File: src/rtl/uart_cmd_parser.sv
// UART command-frame parser: assembles HDR/OP/ADDR/DATA/CHK frames, issues a
// one-cycle write or read strobe to the register block and returns a single
// response byte (ACK, read data or NAK) over a valid/ready TX handshake.
module uart_cmd_parser #(
    parameter logic [15:0] TIMEOUT_CYC = 16'd50000,
    parameter logic [7:0]  HDR         = 8'hA5,
    parameter logic [7:0]  ACK         = 8'h06,
    parameter logic [7:0]  NAK         = 8'h15
) (
    input  logic       clk_i,
    input  logic       rst_n,
    input  logic [7:0] rx_data_i,
    input  logic       rx_valid_i,
    output logic [7:0] cmd_addr_o,
    output logic [7:0] cmd_data_o,
    output logic [1:0] cmd_opt_o,
    input  logic [7:0] cmd_rdata_i,
    output logic [7:0] tx_data_o,
    output logic       tx_valid_o,
    input  logic       tx_ready_i,
    output logic [7:0] err_cnt_o
);

    localparam logic [1:0] OptIdle  = 2'b00;
    localparam logic [1:0] OptWrite = 2'b01;
    localparam logic [1:0] OptRead  = 2'b10;
    localparam logic [7:0] OpWrite  = 8'h57;
    localparam logic [7:0] OpRead   = 8'h52;

    typedef enum logic [2:0] {
        StIdle, StOp, StAddr, StData, StChk, StIssue, StRwait, StResp
    } state_e;

    state_e      state_q;
    logic [7:0]  op_q;
    logic [7:0]  addr_q;
    logic [7:0]  data_q;
    logic [15:0] gap_q;
    logic [7:0]  err_q;
    logic [7:0]  cmd_addr_q;
    logic [7:0]  cmd_data_q;
    logic [1:0]  cmd_opt_q;
    logic [7:0]  tx_data_q;
    logic        tx_valid_q;

    logic in_frame;
    logic timeout;
    logic op_ok;
    logic chk_ok;
    logic bad_op;
    logic bad_chk;
    logic dropped;
    logic err_inc;

    // Decode error sources; they are merged so simultaneous events count once.
    always_comb begin
        in_frame = (state_q == StOp) || (state_q == StAddr) ||
                   (state_q == StData) || (state_q == StChk);
        timeout  = in_frame && !rx_valid_i && (gap_q == TIMEOUT_CYC - 16'd1);
        op_ok    = (rx_data_i == OpWrite) || (rx_data_i == OpRead);
        chk_ok   = ((op_q ^ addr_q ^ data_q) == rx_data_i);
        bad_op   = (state_q == StOp) && rx_valid_i && !op_ok;
        bad_chk  = (state_q == StChk) && rx_valid_i && !chk_ok;
        // Bytes arriving while a command is in flight are not buffered.
        dropped  = rx_valid_i && ((state_q == StIssue) || (state_q == StRwait) ||
                                  (state_q == StResp));
        err_inc  = timeout || bad_op || bad_chk || dropped;
    end

    // Frame FSM with registered command/response outputs, gap timer and error count.
    always_ff @(posedge clk_i or negedge rst_n) begin
        if (!rst_n) begin
            state_q    <= StIdle;
            op_q       <= 8'h00;
            addr_q     <= 8'h00;
            data_q     <= 8'h00;
            gap_q      <= 16'h0000;
            err_q      <= 8'h00;
            cmd_addr_q <= 8'h00;
            cmd_data_q <= 8'h00;
            cmd_opt_q  <= OptIdle;
            tx_data_q  <= 8'h00;
            tx_valid_q <= 1'b0;
        end else begin
            cmd_opt_q <= OptIdle;

            if (err_inc && (err_q != 8'hFF)) begin
                err_q <= err_q + 8'd1;
            end

            if (in_frame && !rx_valid_i && !timeout) begin
                gap_q <= gap_q + 16'd1;
            end else begin
                gap_q <= 16'h0000;
            end

            unique case (state_q)
                StIdle: begin
                    if (rx_valid_i && (rx_data_i == HDR)) begin
                        state_q <= StOp;
                    end
                end
                StOp: begin
                    if (timeout) begin
                        state_q <= StIdle;
                    end else if (rx_valid_i) begin
                        if (op_ok) begin
                            op_q    <= rx_data_i;
                            state_q <= StAddr;
                        end else begin
                            state_q <= StIdle;
                        end
                    end
                end
                StAddr: begin
                    if (timeout) begin
                        state_q <= StIdle;
                    end else if (rx_valid_i) begin
                        addr_q  <= rx_data_i;
                        state_q <= StData;
                    end
                end
                StData: begin
                    if (timeout) begin
                        state_q <= StIdle;
                    end else if (rx_valid_i) begin
                        data_q  <= rx_data_i;
                        state_q <= StChk;
                    end
                end
                StChk: begin
                    if (timeout) begin
                        state_q <= StIdle;
                    end else if (rx_valid_i) begin
                        if (chk_ok) begin
                            cmd_addr_q <= addr_q;
                            cmd_data_q <= data_q;
                            cmd_opt_q  <= (op_q == OpWrite) ? OptWrite : OptRead;
                            state_q    <= StIssue;
                        end else begin
                            tx_data_q  <= NAK;
                            tx_valid_q <= 1'b1;
                            state_q    <= StResp;
                        end
                    end
                end
                StIssue: begin
                    if (op_q == OpWrite) begin
                        tx_data_q  <= ACK;
                        tx_valid_q <= 1'b1;
                        state_q    <= StResp;
                    end else begin
                        state_q <= StRwait;
                    end
                end
                StRwait: begin
                    // Register block returns read data one cycle after the strobe.
                    tx_data_q  <= cmd_rdata_i;
                    tx_valid_q <= 1'b1;
                    state_q    <= StResp;
                end
                StResp: begin
                    if (tx_ready_i) begin
                        tx_valid_q <= 1'b0;
                        state_q    <= StIdle;
                    end
                end
                default: begin
                    state_q <= StIdle;
                end
            endcase
        end
    end

    assign cmd_addr_o = cmd_addr_q;
    assign cmd_data_o = cmd_data_q;
    assign cmd_opt_o  = cmd_opt_q;
    assign tx_data_o  = tx_data_q;
    assign tx_valid_o = tx_valid_q;
    assign err_cnt_o  = err_q;

endmodule
File: config.mk
export PLATFORM = sky130hd
export DESIGN_NAME = uart_cmd_parser
export DESIGN_NICKNAME = d
export VERILOG_FILES = /design/src/rtl/uart_cmd_parser.sv
export SDC_FILE = /design/constraint.sdc
export NUM_CORES = 1
export LEC_CHECK = 0
export ABC_AREA = 1
export BUFFER_PORTS_ARGS = -buffer_cell sky130_fd_sc_hd__buf_2
export CAP_MARGIN = 20
export CORE_MARGIN = 2
export CORE_UTILIZATION = 37
export DETAILED_ROUTE_END_ITERATION = 6
export GPL_ROUTABILITY_DRIVEN = 0
export GPL_TIMING_DRIVEN = 0
export PLACE_DENSITY_LB_ADDON = 0.1
export SLEW_MARGIN = 20
export SYNTH_ARGS = -nofsm -noshare
export SYNTH_HDL_FRONTEND = slang
export SYNTH_SLANG_ARGS = --single-unit
File: constraint.sdc
create_clock -name clk_i -period 1.7 [get_ports clk_i]
set_clock_uncertainty 0.15 [all_clocks]
set_input_delay 0.34 -clock clk_i [delete_from_list [all_inputs] [get_ports clk_i]]
set_output_delay 0.34 -clock clk_i [all_outputs]
set_load 0.005 [all_outputs]
### After elaboration in Yosys (flattened, before gate mapping)

Cells that the tools add are included.

| storage, ports and cells | value |
|---|---|
| register bits | 78 |
| bits in latches | 0 |
| bits in writable memories | 0 |
| ROM bits | 0 |
| word-level logic and storage cells | 104 |
| memories kept | 0 |

| cells by class | value |
|---|---|
| add/sub/neg operators | 2 |
| $mul | 0 |
| divide/modulo/power cells | 0 |
| magnitude comparators | 0 |
| equal/unequal tests | 24 |
| shift-type cells | 0 |
| mux-type cells | 31 |
| bitwise logic cells | 3 |
| reduce and logical (&&, ||, !) cells | 33 |

Operators by type and width:

| operator | number |
|---|---|
| two-way mux 8 bit | 4 |
| two-way mux 3 bit | 10 |
| == test 8 x 7 -> 1 bit (second input constant) | 3 |
| case mux 3 bit (8 select lines) | 1 |
| case mux 8 bit (3 select lines) | 1 |
| adder 16 x 1 -> 16 bit (second input constant) | 1 |
| == test 16 bit (second input constant) | 1 |
| two-way mux 16 bit | 1 |
| bitwise XOR 8 bit | 2 |
| two-way mux 2 bit | 7 |
| == test 3 bit (second input constant) | 4 |
| != test 3 bit (second input constant) | 4 |
| AND reduction 6 bit | 2 |
| logical AND 1 bit | 10 |
| != test 2 bit (second input constant) | 5 |
| logical OR 1 bit | 9 |
| adder 8 x 1 -> 8 bit (second input constant) | 1 |
| == test 8 bit | 1 |
| == test 8 bit (second input constant) | 1 |
| != test 8 bit (second input constant) | 1 |
| AND reduction 4 bit | 2 |
| == test 3 x 2 -> 1 bit (second input constant) | 2 |
| two-way mux 1 bit | 6 |
| AND reduction 3 bit | 2 |
| other kinds (9) | 12 |

### Logic depth before layout (Yosys ltp)

Gate-level depths: netlist of the first run.

| depth | value |
|---|---|
| depth in word-level cells | 10 |
| mapped depth | 14 |

### Least setup slack after synthesis of the first run

No wires, ideal clock.

| path | value |
|---|---|
| path kind | register to register |
| start point | register gap_q[0] |
| end point | register gap_q[12] |
| arrival | 1462 ps |
| setup slack | -34 ps |
| stages on the path, launching flop included | 11 |
| path buffers | 0 |
| period minus slack after synthesis | 1734 ps |
| path through | dfrtp_1 > ha_1 > nand2_1 > nor2_1 > inv_1 > nor2_1 > nand2_1 > nor3_4 > nand4_1 > o21ai_1 > a21oi_1 |

| on the way | value |
|---|---|
| word-level cells in the longest chain between the ends | 5 |
| elaborated cells on any way between the ends | 6 |
| classes of those cells | add/sub (1); eq/ne (1); mux (1); reduce/logical (3) |

RTL lines:

| item | RTL line | RTL |
|---|---|---|
| start: declaration | 38 | `logic [15:0] gap_q;` |
| start signal: assignment | 92 | `gap_q <= gap_q + 16'd1;` |
| parallel branches: the longest is 4 deep, another holds adder 16 x 1 -> 16 bit | n/a |  |
| two-way mux 16 bit * | 91 | `if (in_frame && !rx_valid_i && !timeout) begin` |

Every way passes the cells marked *.
A chain may end at the register's enable or synchronous reset.

### Final worst setup path of the first run

| path | value |
|---|---|
| start point | register gap_q[8] |
| end point | register tx_data_q[4] (netlist: tx_data_o[4]) |

| on the way | value |
|---|---|
| word-level cells in the longest chain between the ends | 4 |

RTL lines:

| item | RTL line | RTL |
|---|---|---|
| == test 16 bit | 59 | `timeout = in_frame && !rx_valid_i && (gap_q == TIMEOUT_CYC - 16'd1);` |
| logical AND 1 bit | 59 |  |
| != test 2 bit (no line) | n/a |  |
| AND reduction 5 bit (no line) | n/a |  |
| end signal: assignment | 158 | `tx_data_q <= cmd_rdata_i;` |
| end: declaration | 43 | `logic [7:0] tx_data_q;` |

Every way passes these cells.

==> impl_metrics.env, run 1 <==
export IMPL_critPathLaunchType="register"
export IMPL_drv_slew=0
export IMPL_final_cell_mix="nand2_1, dfrtp_1, buf_2, inv_1, buf_4"
export IMPL_hold_path_class="input pin to register"
export IMPL_area_growth_pct=35.0
export IMPL_ys_dominant_reg_cell="dfrtp_1"
export IMPL_slowest_stage="dfrtp_1"
export IMPL_cp_buffers_inverters=1
export IMPL_clockBufferDepth=2
export IMPL_synth_area_um2=4130
export IMPL_reg2regPathDepth=10
export IMPL_wl_met3_um=435
export IMPL_final_common_cell="nand2_1"
export IMPL_outcome="finished with violations"
export IMPL_synthCells=538
export IMPL_cts_tree="done"
export IMPL_holdWs_ns=0.0174
export IMPL_cp_required_ns=1.81
export IMPL_synthArstFlopShare=1.00
export IMPL_synth_edff_count=0
export IMPL_die_h_um=110
export IMPL_violations="negative setup slack"
export IMPL_worstHoldStart="cmd_rdata_i[5]"
export IMPL_hold_viol=0
export IMPL_dpl_hpwl_mm=7.12
export IMPL_nets=676
export IMPL_reg2reg_from="gap_q[8]"
export IMPL_grt_max_degree=45
export IMPL_setup_slack_ns=-0.228
export IMPL_critPathTopFamily="simple AND/OR/NAND/NOR gates"
export IMPL_final_cells=797
export IMPL_grt_total_usage=0.189
export IMPL_cts_buffers=9
export IMPL_fin_crit_sh=1.13
export IMPL_wl_met1_mm=5.09
export IMPL_cts_sinks=78
export IMPL_num_rows=38
export IMPL_highest_layer="met4"
export IMPL_relSlewSlack=0.681
export IMPL_dp_cells=733
export IMPL_cts_max_level=3
export IMPL_drive_gt1_frac=0.352
export IMPL_worstPathCellList="nand2_2 > nor3_1 > nand2_1 > nor2_4 > nand2_4 > buf_4 > nand2_1 > nand2_2 > nand4_1 > nand2_1"
export IMPL_hold_path_endpoint="tx_data_o[5]"
export IMPL_antenna_found_initial=0
export IMPL_wl_per_cell_um=13.8
export IMPL_io_buffer_count=54
export IMPL_grt_first_pass_wirelength_mm=17.4
export IMPL_final_setup_viol_count=58
export IMPL_antenna_cells=0
export IMPL_maxCapViolations=0
export IMPL_worst_slew_pin_transition_ns=0.479
export IMPL_fill_cells=1035
export IMPL_post_place_ws_ns=-0.344
export IMPL_max_freq_mhz=519
export IMPL_antenna_left=0
export IMPL_vdd_ir_drop_max_mv=0.593
export IMPL_avgSynthCellArea_um2=7.68
export IMPL_remaining_drc_errors=0
export IMPL_end_kind="register"
export IMPL_design_area_um2=5580
export IMPL_grt_pass1_vias=3640
export IMPL_overflow=0
export IMPL_viasPerCell=4.76
export IMPL_grt_setup_unrepaired="true"
export IMPL_die_x_um=110
export IMPL_routed_wl_mm=11.0
export IMPL_place_area_um2=4620
export IMPL_fin_tns_setup_ns=-6.32
export IMPL_die_area_um2=12000
export IMPL_clkTransAtPathRegs_ns=0.08
export IMPL_cp_max_fo=4
export IMPL_synth_nets=560
export IMPL_crit_path_frequent_cell="nand2_1"
export IMPL_drtIter0Drc=169
export IMPL_crit_arrival_ns=2.04
export IMPL_ff2ff_setup_slack_ns=-0.23
export IMPL_core_um2=10900
export IMPL_start_util=0.380
export IMPL_seq_area_frac_synth=0.472
export IMPL_num_io_pins=55
export IMPL_synth_largest_area_cell="dfrtp_1"
export IMPL_yosysWarnings=0
export IMPL_cts_root_buf="clkbuf_8"
export IMPL_fin_crit_ns=1.93
export IMPL_max_stage_delay_ns=0.44
export IMPL_synth_top_area_frac=0.472
export IMPL_clock_latency_ns=0.37
export IMPL_path_class="register to register"
export IMPL_dr_pass1_iters=4
export IMPL_worstReg2RegEnd="tx_data_o[4]"
export IMPL_whs_path_depth=3
export IMPL_synth_area_leaders="dfrtp_1, nand2_1, inv_1"
export IMPL_ys_ff_latch=78
export IMPL_ys_types=38
export IMPL_leakage_nw=2.91
export IMPL_powerDensity_nw_per_um2=1130
export IMPL_wl_met2_mm=5.30
export IMPL_vias=3790
through the flow:
stage                     utilization  total power (W)
final                           0.512          0.00632
after global routing            0.512          0.00683
after CTS                       0.477          0.00607
after detailed placement        0.425          0.00444
after global placement          0.422          0.00440
after floorplan                     -          0.00387
power breakdown:
group | internal, W | leakage, nW | switching (W)
registers | 0.00221 | 1.03 | 0.000338
logic | 0.00103 | 1.80 | 0.00138
clock network | 0.000663 | 0.0863 | 0.000692
total | 0.00391 | 2.91 | 0.00242
synth_stat cells, types with 2 or more instances:
cell type  instances
nand3_1           23
xnor2_1            5
inv_1             64
nand2_2           10
nand2_4            3
inv_2              9
nor3_4             2
dfrtp_1           78
nand4_1            8
ha_1               2
o21ai_0           30
a31oi_1            2
nand2_1          185
or2_2              2
nor3_1            10
nor2_2             3
buf_2              4
nor4_1             4
inv_4              2
nor2_4             4
a21oi_1           10
xor2_1            10
o21ai_1           15
nor2_1            39
sequential cells by signal (all words and copies together), names as in the netlist, 2 cells and up:
name,flops
data_q,8
state_q,3
err_cnt_o,8
addr_q,8
cmd_data_o,8
gap_q,16
tx_data_o,8
cmd_opt_o,2
cmd_addr_o,8
op_q,8
worst max-delay path by stage:
stage                   from      endpoint  slack (ns)  cells after the start
finish              gap_q[8]  tx_data_o[4]       -0.23                     10
global route        gap_q[8]  err_cnt_o[1]       -0.36                     11
CTS                  op_q[1]  err_cnt_o[1]       -0.09                     13
detailed placement   op_q[5]  tx_data_o[0]       -0.34                      6
global placement       rst_n  tx_data_o[7]       -0.50                      1
floorplan           gap_q[0]     gap_q[12]       -0.01                     10
logic make-up after synthesis:
logic type | Yosys count | share of synthesized area
adders and majority gates | 2 | 0.00605
buffers and inverters | 82 | 0.0796
AOI/OAI and AO/OA | 59 | 0.0754
xor gates and xnor gates | 15 | 0.0318
and+or+nand+nor | 302 | 0.335
DFF | 78 | 0.472
worst reg2reg max path: cells and delay by family (launching register included):
kind / cells / cell delay [ns]
simple gates: 9 / 1.09
flops: 1 / 0.44
buf+inv: 1 / 0.14
cell type report:
cell class              instances  area, um^2  share of cell area
well taps                     140         175              0.0314
clock buffers                  12         135              0.0242
repair buffers                104         731               0.131
plain buffers                   6        61.3              0.0110
inverters                      75         293              0.0525
clock inverters                 2        35.0             0.00628
flip-flops and latches         78        1960               0.351
multi-input cells             380        2190               0.393
routing by layer:
metal  vias to the layer above  track usage
li1                       1928            -
met1                      1774        0.249
met2                        76        0.305
met3                        12       0.0409
met4                         0       0.0714
met5                         -            0
repair_timing:
| item | in CTS | in global routing |
|---|---|---|
| pin swaps | 21 | 31 |
| gates cloned | 2 | 1 |
| endpoints found under the setup margin | 63 | 78 |
| gates resized for setup | 46 | 73 |
| hold endpoints to repair | 34 | 0 |
| buffers inserted | 31 | 22 |
| hold buffers | 1 | 0 |
(Power assumes the default switching activity.)
==> run 2, diff against run 1 <==
Settings changed: CELL_PAD_IN_SITES_DETAIL_PLACEMENT from default to 2, CELL_PAD_IN_SITES_GLOBAL_PLACEMENT from default to 2, CORE_UTILIZATION 37 to 30.
==> run 2 against run 1 <==
Against the previous run:
- the flow still finishes with violations (negative setup slack)
- largest cell class unchanged
- via count up 5.8%
- sequential power rose by 2%
- fmax is 4.1% lower
- clock power grew 68%
- largest power group is now combinational cells
==> impl_metrics.env, run 2 (same netlist as run 1, synthesis figures left out) <==
export IMPL_grt_first_pass_wirelength_mm=22.3
export IMPL_drv_slew=0
export IMPL_crit_path_frequent_cell="nor2_4"
export IMPL_clock_latency_ns=0.35
export IMPL_grt_pass1_vias=4331
export IMPL_leakage_nw=3.08
export IMPL_die_h_um=121
export IMPL_final_common_cell="nand2_1"
export IMPL_place_area_um2=4660
export IMPL_vias=4010
export IMPL_setup_slack_ns=-0.311
export IMPL_path_class="register to register"
export IMPL_maxCapViolations=0
export IMPL_grt_max_degree=41
export IMPL_violations="negative setup slack"
export IMPL_outcome="finished with violations"
export IMPL_worstPathCellList="ha_2 > nand2_2 > nor2_4 > inv_2 > nor2_4 > nand2_4 > nor3_4 > nand4_1 > o21ai_1 > a21oi_1"
export IMPL_grt_setup_unrepaired="true"
export IMPL_cp_buffers_inverters=1
export IMPL_fin_crit_ns=2.01
export IMPL_cp_max_fo=3
export IMPL_critPathLaunchType="register"
export IMPL_core_um2=13300
export IMPL_critPathTopFamily="simple AND/OR/NAND/NOR gates"
export IMPL_max_freq_mhz=497
export IMPL_cts_root_buf="clkbuf_16"
export IMPL_viasPerCell=4.80
export IMPL_antenna_found_initial=0
export IMPL_final_setup_viol_count=51
export IMPL_fin_tns_setup_ns=-8.71
export IMPL_drtIter0Drc=90
export IMPL_max_stage_delay_ns=0.37
export IMPL_cts_buffers=9
export IMPL_end_kind="register"
export IMPL_num_io_pins=55
export IMPL_slowest_stage="dfrtp_1"
export IMPL_grt_total_usage=0.196
export IMPL_design_area_um2=6030
export IMPL_hold_path_class="input pin to register"
export IMPL_worst_slew_pin_transition_ns=0.572
export IMPL_holdWs_ns=0.0420
export IMPL_wl_per_cell_um=18.1
export IMPL_clockBufferDepth=2
export IMPL_fin_crit_sh=1.18
export IMPL_crit_arrival_ns=2.09
export IMPL_remaining_drc_errors=0
export IMPL_dr_pass1_iters=4
export IMPL_io_buffer_count=54
export IMPL_cts_tree="done"
export IMPL_cts_max_level=3
export IMPL_die_x_um=121
export IMPL_num_rows=42
export IMPL_relSlewSlack=0.619
export IMPL_powerDensity_nw_per_um2=1310
export IMPL_cp_required_ns=1.78
export IMPL_cts_sinks=78
export IMPL_clkTransAtPathRegs_ns=0.06
export IMPL_totalPowerFinal_w=0.00790
export IMPL_largest_register_ffs=16
export IMPL_antenna_cells=0
export IMPL_fin_util=0.451
export IMPL_vdd_ir_drop_max_mv=0.490
export IMPL_final_cell_mix="nand2_1, dfrtp_1, buf_2, buf_4, inv_1"
export IMPL_routed_wl_mm=15.1
export IMPL_overflow=0
export IMPL_drive_gt1_frac=0.438
export IMPL_area_growth_pct=45.8
export IMPL_hold_viol=0
export IMPL_dpl_hpwl_mm=9.17
export IMPL_start_util=0.310
export IMPL_die_area_um2=14700
export IMPL_largest_register="gap_q"
export IMPL_antenna_left=0
export IMPL_nets=678
run 2: cell types whose count changed in the layout (fill, tap and decap cells not counted), moves of 12 or more:
cell	previous run	this run
buf_6	21	7
nand2_4	7	19
nand2_1	169	143
buf_4	33	46
nand2_2	22	36
run 2: through the flow:
| stage | setup slack, ns | cells |
|---|---|---|
| after global placement | -0.577 | 768 |
| after detailed placement | -0.468 | 769 |
| after floorplan | -0.0130 | 538 |
| final | -0.311 | 836 |
| after global routing | -0.399 | 836 |
| after CTS | -0.227 | 807 |
run 2: repair_timing:
item	4_1_cts	5_1_grt
pin swaps	22	49
hold endpoints to repair	38	0
resized for setup	69	116
endpoints found under the setup margin	71	78
cloned	1	2
buffers inserted	21	29
hold buffers	1	0
run 2: tightest hold or removal path, cell delays in order:
cell	delay (ns)
buf_2	0.07
nand2_1	0.04
nand2_1	0.05
run 2: power breakdown:
| part | switching (W) | internal [W] | leakage, nW |
|---|---|---|---|
| logic | 0.00175 | 0.00128 | 1.90 |
| clock network | 0.000815 | 0.00147 | 0.166 |
| registers | 0.000371 | 0.00222 | 1.02 |
| total | 0.00294 | 0.00496 | 3.08 |
run 2: worst paths after layout:
path / startpoint / to / cells past startpoint / slack [ns]
max in group asynchronous: rst_n / addr_q[3] / 3 / 0.37
worst min-delay path: cmd_rdata_i[7] / tx_data_o[7] / 3 / 0.04
worst max register to register: gap_q[0] / gap_q[12] / 10 / -0.31
worst max-delay path: gap_q[0] / gap_q[12] / 10 / -0.31
min in group asynchronous: rst_n / cmd_addr_o[7] / 2 / 0.38
worst min register to register: cmd_addr_o[3] / cmd_addr_o[3] / 2 / 0.32
run 2: cell type report:
type	count	area, um^2
Inverter	75	305
Clock inverter	4	95.1
Fill cell	1495	7320
Timing Repair Buffer	108	747
Buffer	5	72.6
Tap cell	176	220
Multi-Input combinational cell	379	2380
Clock buffer	11	243
Sequential cell	78	1960
run 2: per-layer routing:
layer  global-route usage  vias to the layer above  part of all wire
li1                     -                     1922                 -
met1                0.245                     2033              0.42
met2                0.344                       41              0.55
met3               0.0273                       14             0.025
met4               0.0675                        0             0.013
met5                    0                        -                 0
